==> src/rtl/conv_layer_sequencer.sv <==
// Sequences one convolutional_layer pass: weights, bias, then idle-gated pixels from a 1-cycle-latency RAM.
// Packets appear one cycle after their read; conv_idle=0 holds the next pixel read. CONV_SEQ_PERF_EN adds stall_cycles.
module conv_layer_sequencer #(
    parameter int DATA_WIDTH  = 32,
    parameter int ADDR_WIDTH  = 18,
    parameter int NUM_WEIGHTS = 9,
    parameter int NUM_BIAS    = 9
) (
    input  logic                  clock,
    input  logic                  reset,
    input  logic                  start,
    input  logic [ADDR_WIDTH-1:0] base_addr,
    input  logic [ADDR_WIDTH-1:0] num_pixels,
    output logic                  mem_rd_en,
    output logic [ADDR_WIDTH-1:0] mem_rd_addr,
    input  logic [DATA_WIDTH-1:0] mem_rd_data,
    output logic [DATA_WIDTH-1:0] conv_packet,
    output logic                  weights_valid,
    output logic                  bias_valid,
    output logic                  input_valid,
    input  logic                  conv_idle,
    input  logic                  conv_out_valid,
    input  logic                  conv_done,
    output logic                  busy,
    output logic                  done,
`ifdef CONV_SEQ_PERF_EN
    output logic [31:0]           out_count,
    output logic [31:0]           stall_cycles
`else
    output logic [31:0]           out_count
`endif
);

    typedef enum logic [2:0] {
        S_IDLE, S_LOAD_W, S_LOAD_B, S_STREAM, S_DRAIN, S_DONE
    } state_t;

    typedef enum logic [1:0] {K_NONE, K_W, K_B, K_P} kind_t;

    localparam logic [7:0] LAST_W = 8'(NUM_WEIGHTS - 1);
    localparam logic [7:0] LAST_B = 8'(NUM_BIAS - 1);

    state_t                r_state;
    state_t                w_state_nxt;
    kind_t                 r_rd_kind;
    kind_t                 w_rd_kind;
    logic                  w_rd_en;
    logic                  w_pend;
    logic                  w_stall;
    logic                  w_any_vld;
    logic                  w_start_ok;
    logic [7:0]            r_cnt;
    logic [ADDR_WIDTH-1:0] r_addr;
    logic [ADDR_WIDTH-1:0] r_pix_left;
    logic [DATA_WIDTH-1:0] r_hold;
    logic [31:0]           r_out_count;
    logic [31:0]           r_stall;

    // r_rd_kind records what the previous cycle's read was; its data is on mem_rd_data now.
    assign w_pend     = (r_rd_kind == K_P);
    assign w_any_vld  = (r_rd_kind != K_NONE);
    assign w_start_ok = (r_state == S_IDLE) && start;

    always_comb begin
        w_state_nxt = r_state;
        w_rd_en     = 1'b0;
        w_rd_kind   = K_NONE;
        w_stall     = 1'b0;
        case (r_state)
            S_IDLE: begin
                if (start) w_state_nxt = S_LOAD_W;
            end
            S_LOAD_W: begin
                w_rd_en   = 1'b1;
                w_rd_kind = K_W;
                if (r_cnt == LAST_W) w_state_nxt = S_LOAD_B;
            end
            S_LOAD_B: begin
                w_rd_en   = 1'b1;
                w_rd_kind = K_B;
                if (r_cnt == LAST_B)
                    w_state_nxt = (r_pix_left == '0) ? S_DRAIN : S_STREAM;
            end
            S_STREAM: begin
                // One pixel in flight at a time: no read in the cycle its data is driven.
                if (!w_pend) begin
                    if (conv_idle) begin
                        w_rd_en   = 1'b1;
                        w_rd_kind = K_P;
                        if (r_pix_left == ADDR_WIDTH'(1)) w_state_nxt = S_DRAIN;
                    end else begin
                        w_stall = 1'b1;
                    end
                end
            end
            S_DRAIN: begin
                if (conv_done) w_state_nxt = S_DONE;
            end
            S_DONE: begin
                w_state_nxt = S_IDLE;
            end
            default: begin
                w_state_nxt = S_IDLE;
            end
        endcase
    end

    always_ff @(posedge clock) begin
        if (reset) begin
            r_state     <= S_IDLE;
            r_rd_kind   <= K_NONE;
            r_cnt       <= '0;
            r_addr      <= '0;
            r_pix_left  <= '0;
            r_hold      <= '0;
            r_out_count <= '0;
            r_stall     <= '0;
        end else begin
            r_state   <= w_state_nxt;
            r_rd_kind <= w_rd_kind;
            if (w_any_vld) r_hold <= mem_rd_data;

            if (w_start_ok) begin
                r_addr     <= base_addr;
                r_pix_left <= num_pixels;
                r_cnt      <= '0;
            end else begin
                if (w_rd_en) r_addr <= r_addr + ADDR_WIDTH'(1);
                if (w_rd_kind == K_W || w_rd_kind == K_B)
                    r_cnt <= (w_state_nxt != r_state) ? 8'd0 : r_cnt + 8'd1;
                if (w_rd_kind == K_P) r_pix_left <= r_pix_left - ADDR_WIDTH'(1);
            end

            if (w_start_ok)
                r_out_count <= '0;
            else if (r_state != S_IDLE && conv_out_valid && r_out_count != '1)
                r_out_count <= r_out_count + 32'd1;

            if (w_start_ok)
                r_stall <= '0;
            else if (w_stall && r_stall != '1)
                r_stall <= r_stall + 32'd1;
        end
    end

    assign mem_rd_en     = w_rd_en;
    assign mem_rd_addr   = r_addr;
    assign conv_packet   = w_any_vld ? mem_rd_data : r_hold;
    assign weights_valid = (r_rd_kind == K_W);
    assign bias_valid    = (r_rd_kind == K_B);
    assign input_valid   = (r_rd_kind == K_P);
    assign busy          = (r_state != S_IDLE);
    assign done          = (r_state == S_DONE);
    assign out_count     = r_out_count;

`ifdef CONV_SEQ_PERF_EN
    assign stall_cycles = r_stall;
`else
    logic w_unused_stall;
    assign w_unused_stall = ^r_stall;
`endif

endmodule

==> config.mk <==
export PLATFORM = sky130hd
export DESIGN_NAME = conv_layer_sequencer
export DESIGN_NICKNAME = d
export VERILOG_FILES = /design/src/rtl/conv_layer_sequencer.sv
export SDC_FILE = /design/constraint.sdc
export NUM_CORES = 1
export LEC_CHECK = 0
export ABC_AREA = 1
export ABC_CLOCK_PERIOD_IN_PS = 5350
export CAP_MARGIN = 20
export CELL_PAD_IN_SITES_DETAIL_PLACEMENT = 1
export CELL_PAD_IN_SITES_GLOBAL_PLACEMENT = 2
export CORE_UTILIZATION = 28
export CTS_CLUSTER_DIAMETER = 200
export DETAILED_ROUTE_END_ITERATION = 10
export HOLD_SLACK_MARGIN = 0.03
export PLACE_DENSITY_LB_ADDON = 0.08
export SETUP_SLACK_MARGIN = 0.4
export SLEW_MARGIN = 20
export SYNTH_ARGS = -nofsm -noshare
export SYNTH_HDL_FRONTEND = slang
export SYNTH_SLANG_ARGS = --single-unit
export TNS_END_PERCENT = 1
==> constraint.sdc <==
create_clock -name clock -period 5.35 [get_ports clock]
set_clock_uncertainty 0.05 [all_clocks]
set_input_delay 0.535 -clock clock [delete_from_list [all_inputs] [get_ports clock]]
set_output_delay 0.535 -clock clock [all_outputs]
set_load 0.01 [all_outputs]
==> out/summary.txt <==
Run status - complete, no violations
Xor/xnor share of the synthesized area - 0.0465
Crit path DAT - 2.19 ns
Series of cell instances along the critical path - nor2_4 -> buf_4 -> o21ai_0 -> inv_1 -> clkdlybuf4s50_1
CP max stage delay - 0.54 ns
Minimum period implied by the final worst setup slack - 2.77 ns
Maximum fanout encountered on the critical timing path - 64
Number of cell rows - 54
Count of different cell masters after synthesis - 45
Fin nets - 1189
Number of global-route vias before repair - 6535
Warnings from Yosys - 0
Async set-or-reset flop fraction in the synthesized netlist - 0
Worst reg2reg endpoint - r_pix_left[13]$_SDFFE_PP0P_
RD Place Congestion - 0.828
Category of cells accounting for the largest share of critical-path delay - buffers and inverters
Overall global routing resource usage - 0.185
Number of failing hold endpoints at the final stage - 0
Switching power total - 0.000734 W
Portion of the post-synthesis area used by sequential elements - 0.353
Startpoint of the lowest-slack hold path - r_pix_left[17]$_SDFFE_PP0P_
CP Depth - 5
Power density relative to cell area - 295 nW/um^2
Largest net degree at the start of global routing - 65
Endpoint kind of the worst setup timing path - output pin
Final period util - 0.518
Main area contributors after synthesis - dfxtp_1 35%, nand2_1 13%, inv_1 7.5%, nor2_1 6.3%, a21oi_1 4.3%
Detailed-placement wirelength estimate - 15500 um
Required time at the endpoint of the critical path - 4.76 ns
Net count after synthesis - 1039
Number of clock sinks seen by CTS - 113
Post-synthesis instance total - 957
Reg clk slew, reported paths - 0.06 ns
Total area of multi-input combinational cells - 3440 um^2
Classification of the worst-slack hold path - flip-flop to flip-flop
Grt total ovfl - 0
Transition time at the pin with the least slew margin - 0.715 ns
Syn_area_per_cell - 6.69 um^2
Power share of the combinational group - 0.173
Met1 track utilization from global routing - 0.245
Routed Antenna Nets - 0
Most used flip-flop cell after synthesis - dfxtp_1
Htree depth - 4
Number of vias per cell after detailed routing - 4.70
Number of setup buffers added after CTS - 0
TritonCTS Buffers - 17
Worst Hold Slack - 0.438 ns
Die width - 153 um
Register-to-register setup slack - 2.71 ns
Effective utilization at floorplan - 0.290
Pint - 0.00188 W
DR DRC count - 0
Root buffer cell - clkbuf_16
Switching power share of the total - 0.281
Cts repair resizes - 0
Type of the worst setup path - flip-flop to output pin
Worst R2R Path Depth - 11
Overall power - 0.00261 W
Most frequent cells after synthesis - 219 x nand2_1, 128 x inv_1, 113 x dfxtp_1, 107 x nor2_1, 55 x a21oi_1
Leakage - 3.66 nW
Fraction of final layout cells with drive strength greater than 1 - 0.0813
Max-cap viol count - 0
Detailed-routing iteration count for the pre-antenna-repair pass - 4
Floorplan die height - 153 um
Dominant combinational cell family by area after synthesis - simple AND/OR/NAND/NOR gates
Mux cell area share after synthesis - 0
Number of enable flip-flop cells after synthesis - 0
DIE AREA - 23500 um^2
Finished layout cell area - 8850 um^2
Synth Area in Adders - 0.0156
Total of fill cells in the finished design - 2799
Maximum clock rate - 361 MHz
Number of buffers on the longest clock path - 2
Termination of the worst setup path - conv_packet[25]
Final setup violating endpoints - 0
Placed cell area - 8220 um^2
Critical-path top delay cell - clkdlybuf4s50_1
DRC violation total after the first TritonRoute iteration - 258
Most frequent cell after synthesis - nand2_1
Critical register-to-register path startpoint - r_state[0]$_SDFF_PP0_
Clock power share - 0.471
Top-Level Pins - 162
Antenna diode count - 0
DRT Wirelength - 21100 um
# port buffers - 161
Core region area - 22100 um^2
Synthesized-area fraction occupied by ao, oa, aoi and oai cells - 0.143
Maximum vdd ir drop - 0.194 mV
Area of the mapped netlist - 6400 um^2
Synth Area in Simple Gates - 0.331
Worst slew margin - 0.523
Cell Count Post-Placement - 1368
Accumulated negative setup slack - 0 ns
Clock tree from TritonCTS - yes
Buffers and inverters on the worst path - 3
Non-filler instance count after layout - 1400
GR Layer Usage met2 - 0.306
Post-synthesis sequential element count - 113
Hold bufs inserted after CTS - 0
Number of antenna violations at the first check in global routing - 0
Number of vias in the routed layout - 6583
Cell type with the highest aggregate area in the netlist - dfxtp_1
Clock network latency to the later pin of the worst-skew pair - 0.42 ns
Routed wirelength normalized by instance count - 15.0 um
Element type at the critical path start - flip-flop
Critical path startpoint - r_rd_kind[1]$_SDFF_PP0_
GRT busiest layer - met2
Register cell area after layout - 2260 um^2
Met3 GRT Util - 0.0332
Sequential fraction of design power - 0.356
Synth-to-Final Area Change - 38.3%
Final-report max-slew violation count - 0
Yosys top cell area share - 0.353
Wire length of the first global-routing pass - 34500 um
Unrepaired setup endpoints after global routing - false
[worst min-delay path by stage]
stage                                              to  cells past startpoint
after floorplan           r_pix_left[17]$_SDFFE_PP0P_                      2
after global placement    r_pix_left[17]$_SDFFE_PP0P_                      2
after detailed placement  r_pix_left[16]$_SDFFE_PP0P_                      2
after CTS                 r_pix_left[16]$_SDFFE_PP0P_                      2
after global routing      r_pix_left[16]$_SDFFE_PP0P_                      2
final                     r_pix_left[17]$_SDFFE_PP0P_                      2
[worst register-to-register path, delay by kind of cell (launching register included)]
kind,cells,cell delay [ns]
AND/OR/NAND/NOR,5,0.95
buffers and inverters,4,0.63
flip-flops,1,0.47
adder cells (fa/ha/maj),1,0.29
AO/OA/AOI/OAI,1,0.17
[registers in the layout, summed over array words and instances, names as in the netlist]
name,count
r_state,3
mem_rd_addr,18
r_hold,32
out_count,32
r_cnt,8
r_pix_left,18
r_rd_kind,2
[through the flow]
stage	util	worst slack, ns
2_1_floorplan	-	3.14
3_3_place_gp	0.372	2.49
3_5_place_dp	0.372	2.39
4_1_cts	0.401	2.52
5_1_grt	0.401	2.37
6_report	0.401	2.58
[cell usage in the layout (no fill, tap or decap), types with 12 or more instances in the layout]
cell / synthesis / layout
o211ai_1: 12 / 12
nor2_2: 16 / 16
a21oi_1: 55 / 55
nand4_1: 20 / 20
nand2_1: 219 / 219
nor2_1: 107 / 106
a31oi_1: 13 / 13
nor3_1: 25 / 25
nand3_1: 44 / 44
xor2_1: 19 / 19
inv_1: 128 / 128
xnor2_1: 15 / 15
o21ai_0: 53 / 53
clkdlybuf4s50_1: 0 / 160
dfxtp_1: 113 / 113
clkbuf_16: 0 / 17
[power by group through the flow]
stage | sequential (W) | combinational [W] | clock, W
after floorplan | 0.000941 | 0.000254 | 0
after global placement | 0.000947 | 0.000454 | 0
after detailed placement | 0.000947 | 0.000456 | 0
after CTS | 0.000929 | 0.000460 | 0.00127
after global routing | 0.000935 | 0.000505 | 0.00130
final | 0.000928 | 0.000451 | 0.00123
[layer usage]
layer | share of wire | routed length [um] | up-vias
li1 | - | - | 3390
met1 | 0.50 | 10500 | 3074
met2 | 0.46 | 9680 | 106
met3 | 0.031 | 644 | 13
met4 | 0.011 | 233 | 0
met5 | 0 | 0 | -
[cell type report]
class | instances | share of cell area
Timing Repair Buffer | 165 | 0.185
Sequential cell | 113 | 0.256
Tap cell | 280 | 0.0396
Inverter | 141 | 0.0599
Multi-Input combinational cell | 669 | 0.388
Clock buffer | 17 | 0.0480
Clock inverter | 15 | 0.0239
[logic make-up (layout without fill, tap and decap cells)]
family                   after synthesis  after routing
flip-flops                           113            113
AND/OR/NAND/NOR                      465            465
adder cells (fa/ha/maj)                8              8
buffers and inverters                175            338
AO/OA/AOI/OAI                        162            162
XOR/XNOR                              34             34
Power figures use the tool's default switching activity.
